===== src/rtl/mb_serial_pkg.sv =====
// Shared definitions for the serial link: widths, CRC-3 polynomial, FSM encoding.
package mb_serial_pkg;

  localparam int unsigned DATA_W = 8;
  localparam int unsigned CRC_W  = 3;
  localparam int unsigned CNT_W  = 4;

  // x^3 + x + 1
  localparam logic [CRC_W:0] CRC_POLY = 4'b1011;

  typedef enum logic [1:0] {
    IDLE = 2'd0,
    DATA = 2'd1,
    CRC  = 2'd2,
    DONE = 2'd3
  } rx_state_e;

  // One serial LFSR step: fb = bit ^ msb, shift left and fold in the polynomial taps.
  function automatic logic [CRC_W-1:0] crc3_step(input logic [CRC_W-1:0] crc,
                                                 input logic             bit_in);
    logic fb;
    fb = bit_in ^ crc[CRC_W-1];
    return {crc[CRC_W-2:0], 1'b0} ^ (fb ? CRC_POLY[CRC_W-1:0] : {CRC_W{1'b0}});
  endfunction

endpackage


===== src/rtl/mb_serial_rx_crc3_if.sv =====
// Serial receive link: bit-level inputs toward the receiver, byte-level results back.
interface mb_serial_rx_crc3_if;
  import mb_serial_pkg::*;

  logic              Enable;
  logic              Frame_Start;
  logic              Serial_In;
  logic [DATA_W-1:0] Data_Out;
  logic              Data_Valid;
  logic              Error;
  logic              Busy;

  modport master (
    output Enable, Frame_Start, Serial_In,
    input  Data_Out, Data_Valid, Error, Busy
  );

  modport slave (
    input  Enable, Frame_Start, Serial_In,
    output Data_Out, Data_Valid, Error, Busy
  );

endinterface


===== src/rtl/mb_crc3_lfsr.sv =====
// Serial CRC-3 LFSR with synchronous clear and step enable; remainder is registered.
module mb_crc3_lfsr
  import mb_serial_pkg::*;
(
  input  logic             CLK,
  input  logic             CLR,
  input  logic             Clear,
  input  logic             Step,
  input  logic             Bit_In,
  output logic [CRC_W-1:0] Rem
);

  // Clear has priority over Step.
  always_ff @(posedge CLK or posedge CLR) begin
    if (CLR) begin
      Rem <= '0;
    end else if (Clear) begin
      Rem <= '0;
    end else if (Step) begin
      Rem <= crc3_step(Rem, Bit_In);
    end
  end

endmodule


===== src/rtl/mb_serial_rx_crc3.sv =====
// Serial frame receiver: 8 data bits MSB-first plus 3 CRC bits, CRC-3 checked.
module mb_serial_rx_crc3
  import mb_serial_pkg::*;
(
  input  logic                CLK,
  input  logic                CLR,
  mb_serial_rx_crc3_if.slave  link
);

  rx_state_e         state;
  logic [CNT_W-1:0]  cnt;
  logic [DATA_W-1:0] shreg;
  logic [CRC_W-1:0]  crc;
  logic              lfsr_step;

  // A bit is consumed only in DATA/CRC on an Enable cycle not overridden by a restart.
  assign lfsr_step = link.Enable && !link.Frame_Start && ((state == DATA) || (state == CRC));

  mb_crc3_lfsr u_lfsr (
    .CLK    (CLK),
    .CLR    (CLR),
    .Clear  (link.Frame_Start),
    .Step   (lfsr_step),
    .Bit_In (link.Serial_In),
    .Rem    (crc)
  );

  // Frame FSM, bit counter, shift register and registered outputs.
  // Results are loaded on the edge that samples the last CRC bit so they are
  // visible during DONE; the error uses the remainder including that last bit.
  always_ff @(posedge CLK or posedge CLR) begin
    if (CLR) begin
      state           <= IDLE;
      cnt             <= '0;
      shreg           <= '0;
      link.Data_Out   <= '0;
      link.Data_Valid <= 1'b0;
      link.Error      <= 1'b0;
      link.Busy       <= 1'b0;
    end else begin
      link.Data_Valid <= 1'b0;
      if (link.Frame_Start) begin
        state      <= DATA;
        cnt        <= '0;
        shreg      <= '0;
        link.Error <= 1'b0;
        link.Busy  <= 1'b1;
      end else begin
        case (state)
          IDLE: begin
            state <= IDLE;
          end
          DATA: begin
            if (link.Enable) begin
              shreg <= {shreg[DATA_W-2:0], link.Serial_In};
              if (cnt == CNT_W'(DATA_W - 1)) begin
                state <= CRC;
                cnt   <= '0;
              end else begin
                cnt <= cnt + CNT_W'(1);
              end
            end
          end
          CRC: begin
            if (link.Enable) begin
              if (cnt == CNT_W'(CRC_W - 1)) begin
                state           <= DONE;
                cnt             <= '0;
                link.Data_Out   <= shreg;
                link.Data_Valid <= 1'b1;
                link.Error      <= (crc3_step(crc, link.Serial_In) != '0);
                link.Busy       <= 1'b0;
              end else begin
                cnt <= cnt + CNT_W'(1);
              end
            end
          end
          DONE: begin
            state <= IDLE;
          end
          default: begin
            state <= IDLE;
          end
        endcase
      end
    end
  end

endmodule


===== src/flat_wrapper.sv =====
// flat-port wrapper written by rule: the top's interface ports become plain ports
module mb_serial_rx_crc3_flat import mb_serial_pkg::*;
  (CLK, CLR, link_Enable, link_Frame_Start, link_Serial_In, link_Data_Out, link_Data_Valid, link_Error, link_Busy);
  mb_serial_rx_crc3_if link_i ();
  input  logic CLK;
  input  logic CLR;
  input wire logic [$bits(link_i.Enable)-1:0] link_Enable;
  input wire logic [$bits(link_i.Frame_Start)-1:0] link_Frame_Start;
  input wire logic [$bits(link_i.Serial_In)-1:0] link_Serial_In;
  output wire logic [$bits(link_i.Data_Out)-1:0] link_Data_Out;
  output wire logic [$bits(link_i.Data_Valid)-1:0] link_Data_Valid;
  output wire logic [$bits(link_i.Error)-1:0] link_Error;
  output wire logic [$bits(link_i.Busy)-1:0] link_Busy;
  assign link_i.Enable = link_Enable;
  assign link_i.Frame_Start = link_Frame_Start;
  assign link_i.Serial_In = link_Serial_In;
  assign link_Data_Out = link_i.Data_Out;
  assign link_Data_Valid = link_i.Data_Valid;
  assign link_Error = link_i.Error;
  assign link_Busy = link_i.Busy;
  mb_serial_rx_crc3 u_core (.CLK(CLK), .CLR(CLR), .link(link_i));
endmodule

===== config.mk =====
export PLATFORM = sky130hd
export DESIGN_NAME = mb_serial_rx_crc3_flat
export DESIGN_NICKNAME = d
export VERILOG_FILES = /design/src/rtl/mb_serial_pkg.sv /design/src/rtl/mb_serial_rx_crc3_if.sv /design/src/rtl/mb_crc3_lfsr.sv /design/src/rtl/mb_serial_rx_crc3.sv /design/src/flat_wrapper.sv
export SDC_FILE = /design/constraint.sdc
export NUM_CORES = 1
export LEC_CHECK = 0
export CORE_ASPECT_RATIO = 1.1
export CORE_UTILIZATION = 52
export DETAILED_ROUTE_END_ITERATION = 16
export PLACE_DENSITY = 0.84
export SKIP_CTS_REPAIR_TIMING = 1
export SLEW_MARGIN = 0
export SYNTH_ARGS = -nofsm -noshare
export SYNTH_HDL_FRONTEND = slang
export SYNTH_HIERARCHICAL = 1
export SYNTH_SLANG_ARGS = --single-unit
export TNS_END_PERCENT = 10

===== constraint.sdc =====
create_clock -name CLK -period 2.4 [get_ports CLK]
set_input_delay 0.48 -clock CLK [delete_from_list [all_inputs] [get_ports CLK]]
set_output_delay 0.48 -clock CLK [all_outputs]
set_load 0.01 [all_outputs]

**Word level (Yosys, flattened, before mapping)**

Index checks and enable logic that the tools add are counted.

- Flip-flop bits (word level): 28
- Bits of input ports: 5
- Output and inout port bits: 11
- Logic and storage cells: 69

- $add $sub $neg: 1
- Equality and inequality tests: 9
- Muxes and demuxes: 30
- Bitwise operators: 3
- Reduce and logical (&&, ||, !) cells: 18

Operator list:

| operator | number |
|---|---|
| 2-to-1 mux 8 bit | 3 |
| 2-to-1 mux 4 bit | 5 |
| 2-to-1 mux 1 bit | 12 |
| 2-to-1 mux 2 bit | 6 |
| != test 3 bit, second input constant | 4 |
| nonzero test 2 bit | 5 |
| case mux 4 bit (2 select lines) | 1 |
| AND reduction 4 bit | 2 |
| 2-to-1 mux 3 bit | 2 |
| case mux 2 bit (3 select lines) | 1 |
| AND reduction 3 bit | 2 |
| nonzero test 3 bit | 2 |
| adder 4 x 1 -> 4 bit, second input constant | 1 |
| == test 2 bit, second input constant | 2 |
| == test 4 x 2 -> 1 bit, second input constant | 1 |
| == test 4 x 3 -> 1 bit, second input constant | 1 |
| bitwise XOR 3 bit | 1 |
| == test 2 x 1 -> 1 bit, second input constant | 1 |
| logical AND 1 bit | 2 |
| logical NOT 2 bit | 1 |
| AND reduction 2 bit | 1 |
| OR reduction 2 bit | 1 |
| logical NOT 1 bit | 1 |
| logical OR 1 bit | 1 |
| other kinds (2) | 2 |

**Depth between registers and ports, before layout**

- Word-level depth: 8
- Gate-level depth with buffers: 6
- Gate-level depth less buffers: 5

**Hierarchy**

The synthesis kept the hierarchy.

Modules (own cells, without submodules):

| module | instances | cells an instance | area an instance (um^2) | seq. area each (um^2) |
|---|---|---|---|---|
| mb_serial_rx_crc3 | 1 | 108 | 1199.9 | 625.6 |
| mb_crc3_lfsr | 1 | 14 | 148.9 | 75.1 |

**Least setup slack after synthesis**

No wires, ideal clock.

- Path kind: input-to-reg
- Start: input link_Enable
- End: register u_core.u_lfsr.Rem[2]
- Arrival time: 1.717 ns
- Slack: 0.565 ns
- Stages: 5
- Cell sequence: buf_4 > clkbuf_1 > nor3b_1 > mux2i_1 > nor2_1

- Cells in the longest elaborated chain, start to end: 3

RTL lines:

| what | line | RTL |
|---|---|---|
| start: declaration | flat_wrapper.sv:7 | `input wire logic [$bits(link_i.Enable)-1:0] link_Enable;` |
| logical AND 1 bit (2 in a row) | mb_serial_rx_crc3.sv:17 | `assign lfsr_step = link.Enable && !link.Frame_Start && ((state == DATA) \|\| (state == CRC));` |
| via u_core.lfsr_step | mb_serial_rx_crc3.sv:14 | `logic lfsr_step;` |
| nonzero test 2 bit (no source line) | - |  |
| end signal: assignment | mb_crc3_lfsr.sv:20 | `Rem <= crc3_step(Rem, Bit_In);` |
| end: declaration | mb_crc3_lfsr.sv:10 | `output logic [CRC_W-1:0] Rem` |

The timed path passes the listed nets, and every way through them passes these cells.
A chain may end at the register's enable or synchronous reset.

**Final worst setup path**

- Start: register u_core.state[1]
- End: register u_core.cnt[3]

- Cells in the longest elaborated chain, start to end: 3

RTL lines:

| what | line | RTL |
|---|---|---|
| start: declaration | mb_serial_rx_crc3.sv:10 | `rx_state_e state;` |
| start signal: assignment | mb_serial_rx_crc3.sv:33 | `state <= IDLE;` |
| start signal: assignment | mb_serial_rx_crc3.sv:43 | `state <= DATA;` |
| start signal: assignment | mb_serial_rx_crc3.sv:51 | `state <= IDLE;` |
| == test 2 x 1 -> 1 bit or == test 2 bit (tied branches) | mb_serial_rx_crc3.sv:49 | `case (state)` |
| != test 3 bit (no source line) (tied with other cells) | - |  |
| AND reduction 3 bit (no source line) or 2-to-1 mux 4 bit (tied branches) | - |  |
| end signal: assignment | mb_serial_rx_crc3.sv:60 | `cnt <= cnt + CNT_W'(1);` |
| end signal: assignment | mb_serial_rx_crc3.sv:74 | `cnt <= cnt + CNT_W'(1);` |
| end: declaration | mb_serial_rx_crc3.sv:11 | `logic [CNT_W-1:0] cnt;` |

Several ways; a longest one is shown, not always the timed one.

==> run summary <==
The clock sink count is 28. The headroom to the max-slew limit is between 70% and 80%. The overall power after layout is roughly 1.1 mW. The number of cells in the design after placement is ~170. The clock network latency to the later pin of the worst-skew pair is about 0.33 ns.

The count of cell types in the netlist is 37. The leakage power came out at slightly above 0.7 nW. Clock-pin slew was measured on the worst setup and hold paths at around 0.15 ns. The largest clock skew in the final design is 0.00342 ns. The XOR/XNOR share of the synthesized area came out at between 1 and 1.5%. 0 antenna diodes ended up in the layout. The largest net degree at the start of global routing came out at 26. After floorplanning, the core was divided into 19 placement rows. Synthesis produced a netlist with a net count of roughly 130. Compared with the post-synthesis result, the final layout area differs by 18.8%. The via count of the first global-routing pass was ~1000.

The final-layout setup total negative slack is 0 ns. The critical path in this run is classified as reg -> reg. The largest voltage drop on the vdd net came out at between 400 and 500 µV. The simple logic cell fraction of the synthesized area came out at roughly 18%. The arrival time of the worst setup path came out at between 2 and 2.5 ns. The detailed-router iteration count before antenna repair came out at 4. The synthesized area per cell is between 10 and 15 µm². The die covers roughly 2800 µm². The post-detailed-placement half-perimeter wirelength came out at between 1500 and 2000 µm.

CTS built an H-tree with a depth of 1. The global-route wire length before repair is 4140 µm. For this design the ratio of total power to cell area is ~700 nW/µm². The synthesized-area fraction occupied by ao, oa, aoi and oai cells is about 11%.

Summed over all layers, the routed wires come to between 2000 and 2500 µm. The die boundary width is around 50 µm. The CTS buffer count came out at 3. The initial antenna violation count came to 0. The final cell area excluding filler cells is roughly 1600 µm². The post-synth design cell area came out at between 1000 and 1500 µm². The number of top-level design ports came out at 16. For this run, the top clock speed supported by timing is approximately 0.56 GHz.

In this run the vertical extent of the chip is roughly 55 µm. STA classifies the critical path startpoint as a register. In the routed design, unresolved DRC markers number 0.

The setup slack of the worst register-to-register path came out at approximately 0.62 ns. The total setup violations reported at the end of the flow came out at 0. The final period demand of the worst path is approximately 1.8 ns. The final route contains between 900 and 1000 vias. Summing all multi-input logic gate instances after layout gives 593 µm². The top cell types in the final layout, fill and taps aside, are sky130_fd_sc_hd__dfrtp_1, sky130_fd_sc_hd__clkdlybuf4s50_1, sky130_fd_sc_hd__nand3_1, sky130_fd_sc_hd__nand2_1. The buffer cell driving the clock tree root is sky130_fd_sc_hd__clkbuf_4. The required time of the critical path is about 2.7 ns. The max-cap check violation count is 0.

During synthesis, Yosys emitted a total of 6 warnings. The overall overflow remaining after global route came out at 0. The initial utilization of the core area, before any placement, comes to a little over half. The violation count after the first detailed-routing iteration is 18. The number of flip-flops and latches in the synthesized netlist is 28. The core region area is roughly 2500 µm².

The number of max-slew violations in the final report is 0. The global placement routability congestion is ~0.83. The flow ran to the end, and the final reports show no timing, DRC or antenna violations.

The post-route antenna net violation count came out at 0. The count of input and output buffers came out at 15. The count of cells in the finished layout, fillers not included, comes to 172. The worst reg-to-reg path cell count is 5. Sequential elements use about half of the synthesized area.

The period utilization is between 70 and 80%. By area, the combinational part of the netlist is dominated by simple AND/OR/NAND/NOR gates. The final layout contains around 150 nets.

The most frequent standard cell in the layout excluding fill and tap cells is sky130_fd_sc_hd__dfrtp_1. The path class of the tightest hold or removal check is in -> async. Dividing the detail-routed wire length by the instance count gives approximately 13 µm. TritonCTS built the clock tree. In the synthesized netlist, the number of instances is 122.

The number of hold-slack violations in the final timing report came out at 0. The largest fanout on the critical path is 11. The setup slack after placement came out at 0.348 ns. Setup repair after global routing left no endpoint under its margin. For the pin with the worst max-slew slack, the measured transition is just under 0.4 ns. The synthesized-area fraction occupied by adder cells came out at 4.64%. In this run the cell area measured after placement is approximately 1600 µm². The portion of synthesized area spent on multiplexers is roughly 9.0%. Using the TritonRoute via totals, the vias-per-cell ratio works out to around 5.6.

The count of fill cells added during filler insertion is ~210. Across the whole layout, storage elements account for ~700 µm². The worst register-to-register path begins at u_core/state[1].

The worst register-to-register path ends at u_core/cnt[3]. The ratio of cells with drive above 1 in the final layout came out at 16.3%. In the post-route analysis, the smallest setup slack over all paths is a little over 0.6 ns. The critical path endpoint category is a register. Global routing used around a fifth of the available tracks across all layers. The buffer depth of the longest clock path is 2.
-- layout make-up --
cell class,count,share of cell area [%]
clock inverters,1,1.87
multi-input cells,81,37.0
flip-flops and latches,28,43.7
well taps,31,2.42
repair buffers,20,11.7
clock buffers,3,1.41
inverters,8,1.87
-- sequential cells by signal, summed over array words and instances (netlist names) --
name / flops
u_core/link.Busy: 1
u_core/shreg: 8
u_core/cnt: 4
u_core/u_lfsr/Rem: 3
u_core/link.Data_Valid: 1
u_core/link.Error: 1
u_core/link.Data_Out: 8
u_core/state: 2
-- cells in the mapped netlist (all sizes together) --
cell type,instances,area share [%]
dfrtp,28,52
nand3,12,5.4
nand2,11,3.1
a21oi,9,3.3
mux2,9,7.5
inv,8,2.2
nor2,7,1.9
ha,5,4.6
buf,4,1.6
mux2i,2,1.5
nand2b,2,0.93
nand4b,2,1.3
o211ai,2,1.1
o21ai,2,1.0
o41ai,2,1.9
a211oi,1,0.93
a21o,1,0.56
a22oi,1,0.56
a311oi,1,0.65
and2,1,0.46
and4bb,1,1.2
clkbuf,1,0.28
nand4bb,1,0.83
nor3,1,0.37
nor3b,1,0.56
nor4bb,1,0.74
o221ai,1,0.65
o31ai,1,0.56
or2,1,0.46
or4,1,0.56
xnor2,1,0.65
xor2,1,0.65
-- kinds of logic (layout without fill, tap and decap cells) --
| group | after synthesis | in the layout |
|---|---|---|
| buffers and inverters | 13 | 32 |
| AOI/OAI and AO/OA | 21 | 21 |
| and+or+nand+nor | 42 | 42 |
| xor gates and xnor gates | 2 | 2 |
| adders and majority gates | 5 | 5 |
| muxes | 11 | 11 |
| DFF | 28 | 28 |
-- power by group --
part	leakage (nW)	total (mW)	switching (mW)	internal [mW]
sequential	0.379	0.550	0.0381	0.512
combinational	0.313	0.264	0.153	0.110
clock	0.0279	0.309	0.140	0.169
-- per-layer routing --
layer / track usage (%) / routed length, µm
met2: 32.2 / 1140
met4: 11.1 / 55
met1: 24.4 / 1020
met3: 3.03 / 64
met5: 0 / 0
-- worst max-delay path, stage by stage (launching register included) --
cell and delay [ns]:
sky130_fd_sc_hd__dfrtp_1 0.44, sky130_fd_sc_hd__inv_1 0.09, sky130_fd_sc_hd__ha_1 0.40, sky130_fd_sc_hd__o21ai_2 0.17, sky130_fd_sc_hd__or4_1 0.47, sky130_fd_sc_hd__o21ai_0 0.15
-- stage by stage --
step,hold WS (ns),utilization [%]
after global routing,0.329,64.8
after global placement,0.465,62.7
final,0.305,64.8
after CTS,0.298,64.8
after detailed placement,0.470,62.7
after floorplan,0.234,-
-- worst max-delay path by stage --
| stage | from | end | slack, ns | depth (start not counted) |
|---|---|---|---|---|
| after CTS | u_core/state[1] | u_core/cnt[3] | 0.63 | 5 |
| after floorplan | link_Enable | u_core/u_lfsr/Rem[2] | 0.56 | 5 |
| after global routing | u_core/state[1] | u_core/cnt[3] | 0.46 | 5 |
| after global placement | link_Enable | u_core/state[1] | 0.38 | 4 |
| final | u_core/state[1] | u_core/cnt[3] | 0.62 | 5 |
| after detailed placement | link_Enable | u_core/state[1] | 0.35 | 4 |
(Power assumes the default switching activity.)
